===== src/rtl/serial_to_parallel_deser.sv =====
// rtl/serial_to_parallel_deser.sv - serial bit stream to DATA_WIDTH-bit words with one-entry valid/ready holding register
// Optional even-parity bit per word when PARITY_CHECK_EN is defined.
module serial_to_parallel_deser #(
  parameter int DATA_WIDTH = 8,
  parameter bit MSB_FIRST  = 1'b1
) (
  input  logic                  i_clk,
  input  logic                  i_reset_n,
  input  logic                  i_bit_in,
  input  logic                  i_bit_valid,
  input  logic                  i_frame_start,
  output logic [DATA_WIDTH-1:0] o_data_out,
  output logic                  o_data_valid,
  input  logic                  i_data_ready,
  output logic                  o_overrun,
  output logic                  o_busy,
  output logic                  o_parity_err
);

  localparam int              CW       = $clog2(DATA_WIDTH);
  localparam logic [CW-1:0]   LAST_BIT = CW'(DATA_WIDTH - 1);
  localparam logic [0:0]      S_COLLECT = 1'b0;
  localparam logic [0:0]      S_PARITY  = 1'b1;

  logic [DATA_WIDTH-1:0] r_sreg;
  logic [DATA_WIDTH-1:0] r_data;
  logic [CW-1:0]         r_cnt;
  logic [0:0]            r_state;
  logic                  r_valid;
  logic                  r_overrun;
  logic                  r_perr;

  logic [DATA_WIDTH-1:0] w_shifted;
  logic [DATA_WIDTH-1:0] w_word;
  logic                  w_last_data;
  logic                  w_done;
  logic                  w_word_perr;
  logic                  w_accept;
  logic                  w_load;

  generate
    if (MSB_FIRST) begin : g_msb
      assign w_shifted = {r_sreg[DATA_WIDTH-2:0], i_bit_in};
    end else begin : g_lsb
      assign w_shifted = {i_bit_in, r_sreg[DATA_WIDTH-1:1]};
    end
  endgenerate

  assign w_last_data = i_bit_valid && (r_state == S_COLLECT) && (r_cnt == LAST_BIT);

`ifdef PARITY_CHECK_EN
  // The word was fully shifted in before the parity bit; a frame_start here aborts it.
  assign w_done      = i_bit_valid && (r_state == S_PARITY) && !i_frame_start;
  assign w_word      = r_sreg;
  assign w_word_perr = ^{r_sreg, i_bit_in};
`else
  assign w_done      = w_last_data;
  assign w_word      = w_shifted;
  assign w_word_perr = 1'b0;
`endif

  assign w_accept = r_valid & i_data_ready;
  assign w_load   = w_done & (~r_valid | w_accept);

  always_ff @(posedge i_clk or negedge i_reset_n) begin
    if (!i_reset_n) begin
      r_sreg  <= '0;
      r_cnt   <= '0;
      r_state <= S_COLLECT;
    end else if (i_bit_valid) begin
      if (r_state == S_PARITY) begin
        r_state <= S_COLLECT;
        if (i_frame_start) begin
          r_sreg <= w_shifted;
          r_cnt  <= CW'(1);
        end
      end else if (w_last_data) begin
        // frame_start on the completing bit is ignored: completion wins.
        r_sreg <= w_shifted;
        r_cnt  <= '0;
`ifdef PARITY_CHECK_EN
        r_state <= S_PARITY;
`endif
      end else if (i_frame_start) begin
        r_sreg <= w_shifted;
        r_cnt  <= CW'(1);
      end else begin
        r_sreg <= w_shifted;
        r_cnt  <= r_cnt + CW'(1);
      end
    end
  end

  always_ff @(posedge i_clk or negedge i_reset_n) begin
    if (!i_reset_n) begin
      r_data    <= '0;
      r_valid   <= 1'b0;
      r_overrun <= 1'b0;
      r_perr    <= 1'b0;
    end else begin
      r_overrun <= w_done & ~w_load;
      if (w_load) begin
        r_data  <= w_word;
        r_perr  <= w_word_perr;
        r_valid <= 1'b1;
      end else if (w_accept) begin
        r_valid <= 1'b0;
      end
    end
  end

  assign o_data_out   = r_data;
  assign o_data_valid = r_valid;
  assign o_overrun    = r_overrun;
  assign o_parity_err = r_perr;
  assign o_busy       = (r_cnt != '0) || (r_state == S_PARITY);

endmodule


===== config.mk =====
export PLATFORM = sky130hd
export DESIGN_NAME = serial_to_parallel_deser
export DESIGN_NICKNAME = d
export VERILOG_FILES = /design/src/rtl/serial_to_parallel_deser.sv
export SDC_FILE = /design/constraint.sdc
export NUM_CORES = 1
export LEC_CHECK = 0
export BUFFER_PORTS_ARGS = -buffer_cell sky130_fd_sc_hd__buf_2
export CORE_MARGIN = 3
export CORE_UTILIZATION = 50
export DETAILED_ROUTE_END_ITERATION = 10
export GPL_TIMING_DRIVEN = 0
export PLACE_DENSITY_LB_ADDON = 0.15
export SLEW_MARGIN = 20
export SYNTH_ARGS = -nofsm -noshare
export SYNTH_HDL_FRONTEND = slang
export SYNTH_SLANG_ARGS = --single-unit

===== constraint.sdc =====
create_clock -name i_clk -period 2.16 [get_ports i_clk]
set_clock_uncertainty 0.2 [all_clocks]
set_input_delay 0.432 -clock i_clk [delete_from_list [all_inputs] [get_ports i_clk]]
set_output_delay 0.432 -clock i_clk [all_outputs]
set_load 0.005 [all_outputs]

==> impl_results.md <==
* Outcome: finished, final reports clean
* Post-CTS Hold Fix Bufs at 1
* DR iter-0 viols at 8
* Startpoint type of the worst setup path: flop
* H-tree depth at 1
* Gate Count Post-Synth at 59
* EDFF count, synth at 0
* Yosys reg bits at 20
* Max VDD drop at 0.551 mV
* Synth Flop Type: dfrtp_1
* Clk buf depth at 2
* Synth cell types at 17
* Clock slew seen by the registers of the worst setup and hold paths at 0.11 ns
* I/O pins at 18
* Post-Route WL at 1.34 mm
* Async set-reset flop share out of synthesis at 1.00
* Initial core utilization at 0.552
* Vias in the first global route at 508
* Peak Freq at 0.569 GHz
* Post-CTS resize count at 0
* Max-cap violations at 0
* Post-CTS Setup Inserts at 0
* Pleak at 0.539 nW
* Die width at 47.5 um
* Final GP Congestion at 0.639
* Yosys warns at 0
* Register area share after synthesis at 0.581
* WL/cell at 14.0 um
* Crit Path Category: flop to primary output
* Pre-antenna DRT Iters at 3
* Slack of the critical path at 0.404 ns
* Final hold vios at 0
* Final ANT Viol Nets at 0
* Total track usage at 0.149
* Final Critical Period at 1.76 ns
* Initial antenna violation count at 0
* Critical-path maximum fanout at 3
* Area contributors post-synth: dfrtp_1 58%, mux2_4 14%, mux2_2 9.2%
* Antenna Cells at 0
* Top cells by count, synth: 20 x dfrtp_1, 8 x mux2_4, 7 x mux2_2
* CP arrival at 1.12 ns
* Core footprint at 1560 um2
* Required time worst endpoint at 1.53 ns
* # placed instances at 91
* First-pass GRT wire length at 2.17 mm
* DRC at 0
* Place WS at 0.460 ns
* Yosys top cell area share at 0.581
* Pins Over Slew Limit at 0
* Die area at 2260 um2
* Met2 Use GR at 0.238
* Cell Count, Final, Fillers Out at 96
* Vias at 500
* Hold crit path type: input pin to flop
* Met3 GRT Util at 0.0338
* Die height at 47.5 um
* Top cell type by total area after synthesis: dfrtp_1
* Grt total ovfl at 0
* RSZ-0062 raised after global routing: no
* Port-buffer cells at 16
* Syn_nets at 68
* Clock latency on the worst-skew pair at 0.31 ns
* Avg Cell Area, Syn at 14.6 um2
* Clock root buffer: clkbuf_4
* Area Overhead vs Synth at 18.9%
* Count leader, synth: dfrtp_1
* Num CTS Buffers at 3
* Total Neg Setup Slack at 0 ns
* Final period utilization at 0.813
* CP endpoint kind: primary output
* GRT busiest layer: met2
* Post-layout nets at 90
* Pwr per Cell Area at 1010 nW/um2
* Post-Syn Area at 861 um2
* Rows at 14
* Setup-failing EPs final at 0
* GRT met1 Usage at 0.171
* Via/cell ratio at 5.21
* Layout cells sized above 1 at 0.513
* Pin count of the biggest net entering global routing at 21
* # clock sinks at 20
* TritonCTS clock tree: yes
==> metal layers <==
metal / vias up / part of all wire
li1: 237 / -
met5: - / 0
met4: 0 / 0.022
met3: 4 / 0.057
met2: 15 / 0.46
met1: 244 / 0.46
==> path summary, 6_finish.rpt <==
check	startpoint	endpoint	slack [ns]	cells after the start
hold / removal	i_bit_in	o_data_out[0]	0.17	2
max in group asynchronous	i_reset_n	r_sreg[0]	1.08	2
min in group asynchronous	i_reset_n	o_data_out[6]	0.38	2
setup / recovery	r_cnt[0]	o_busy	0.40	4
setup reg to reg	r_cnt[0]	o_data_out[3]	0.43	6
hold reg to reg	o_data_out[3]	o_data_out[3]	0.32	1
==> metrics by stage <==
step	cell area, um2	utilization	hold slack [ns]	power [mW]
after detailed placement	961	0.616	0.204	0.732
after global routing	1020	0.657	0.152	1.09
after floorplan	861	-	-0.0636	0.644
after global placement	961	0.616	0.203	0.722
final	1020	0.657	0.166	1.03
after CTS	1020	0.657	0.160	1.04
==> flip-flops by register name, summed over array words and instances (netlist names) <==
register	flops
o_data_out	8
r_sreg	7
r_cnt	3
o_data_valid	1
o_overrun	1
==> placed cells by master, fill, tap and decap left out, drive strengths merged <==
| master | count |
|---|---|
| ha | 3 |
| inv | 4 |
| nand2b | 1 |
| conb | 1 |
| dfrtp | 20 |
| o211ai | 1 |
| nor2b | 1 |
| nand2 | 3 |
| o21ai | 3 |
| nand3 | 2 |
| buf | 19 |
| dlygate4sd3 | 1 |
| bufinv | 1 |
| clkbuf | 3 |
| mux2 | 15 |
| nor2 | 2 |
==> critical path, stage by stage (launching register included) <==
cell,delay [ns]
dfrtp_1,0.40
inv_1,0.10
ha_1,0.16
nand2_1,0.05
buf_2,0.12
==> cell families after synthesis <==
| family | Yosys count | share of synthesized area |
|---|---|---|
| AOI/OAI and AO/OA | 4 | 0.0262 |
| adders and majority gates | 3 | 0.0436 |
| buffers and inverters | 7 | 0.0450 |
| DFF | 20 | 0.581 |
| muxes | 15 | 0.231 |
| other | 1 | 0.00436 |
| and+or+nand+nor | 9 | 0.0683 |
==> where the power goes <==
group / switching, mW / internal [mW] / leakage, nW
Clock: 0.121 / 0.188 / 0.0279
Combinational: 0.0724 / 0.138 / 0.254
Sequential: 0.0493 / 0.462 / 0.257
==> area by class of cell <==
type | count | area [um2]
inverters | 4 | 15.0
plain buffers | 3 | 23.8
multi-input cells | 32 | 322
well taps | 16 | 20.0
clock buffers | 3 | 22.5
clock inverters | 1 | 30.0
repair buffers | 17 | 90.1
flip-flops and latches | 20 | 500
fillers | 132 | 536
Note: power is estimated with default switching activity, not from simulation.
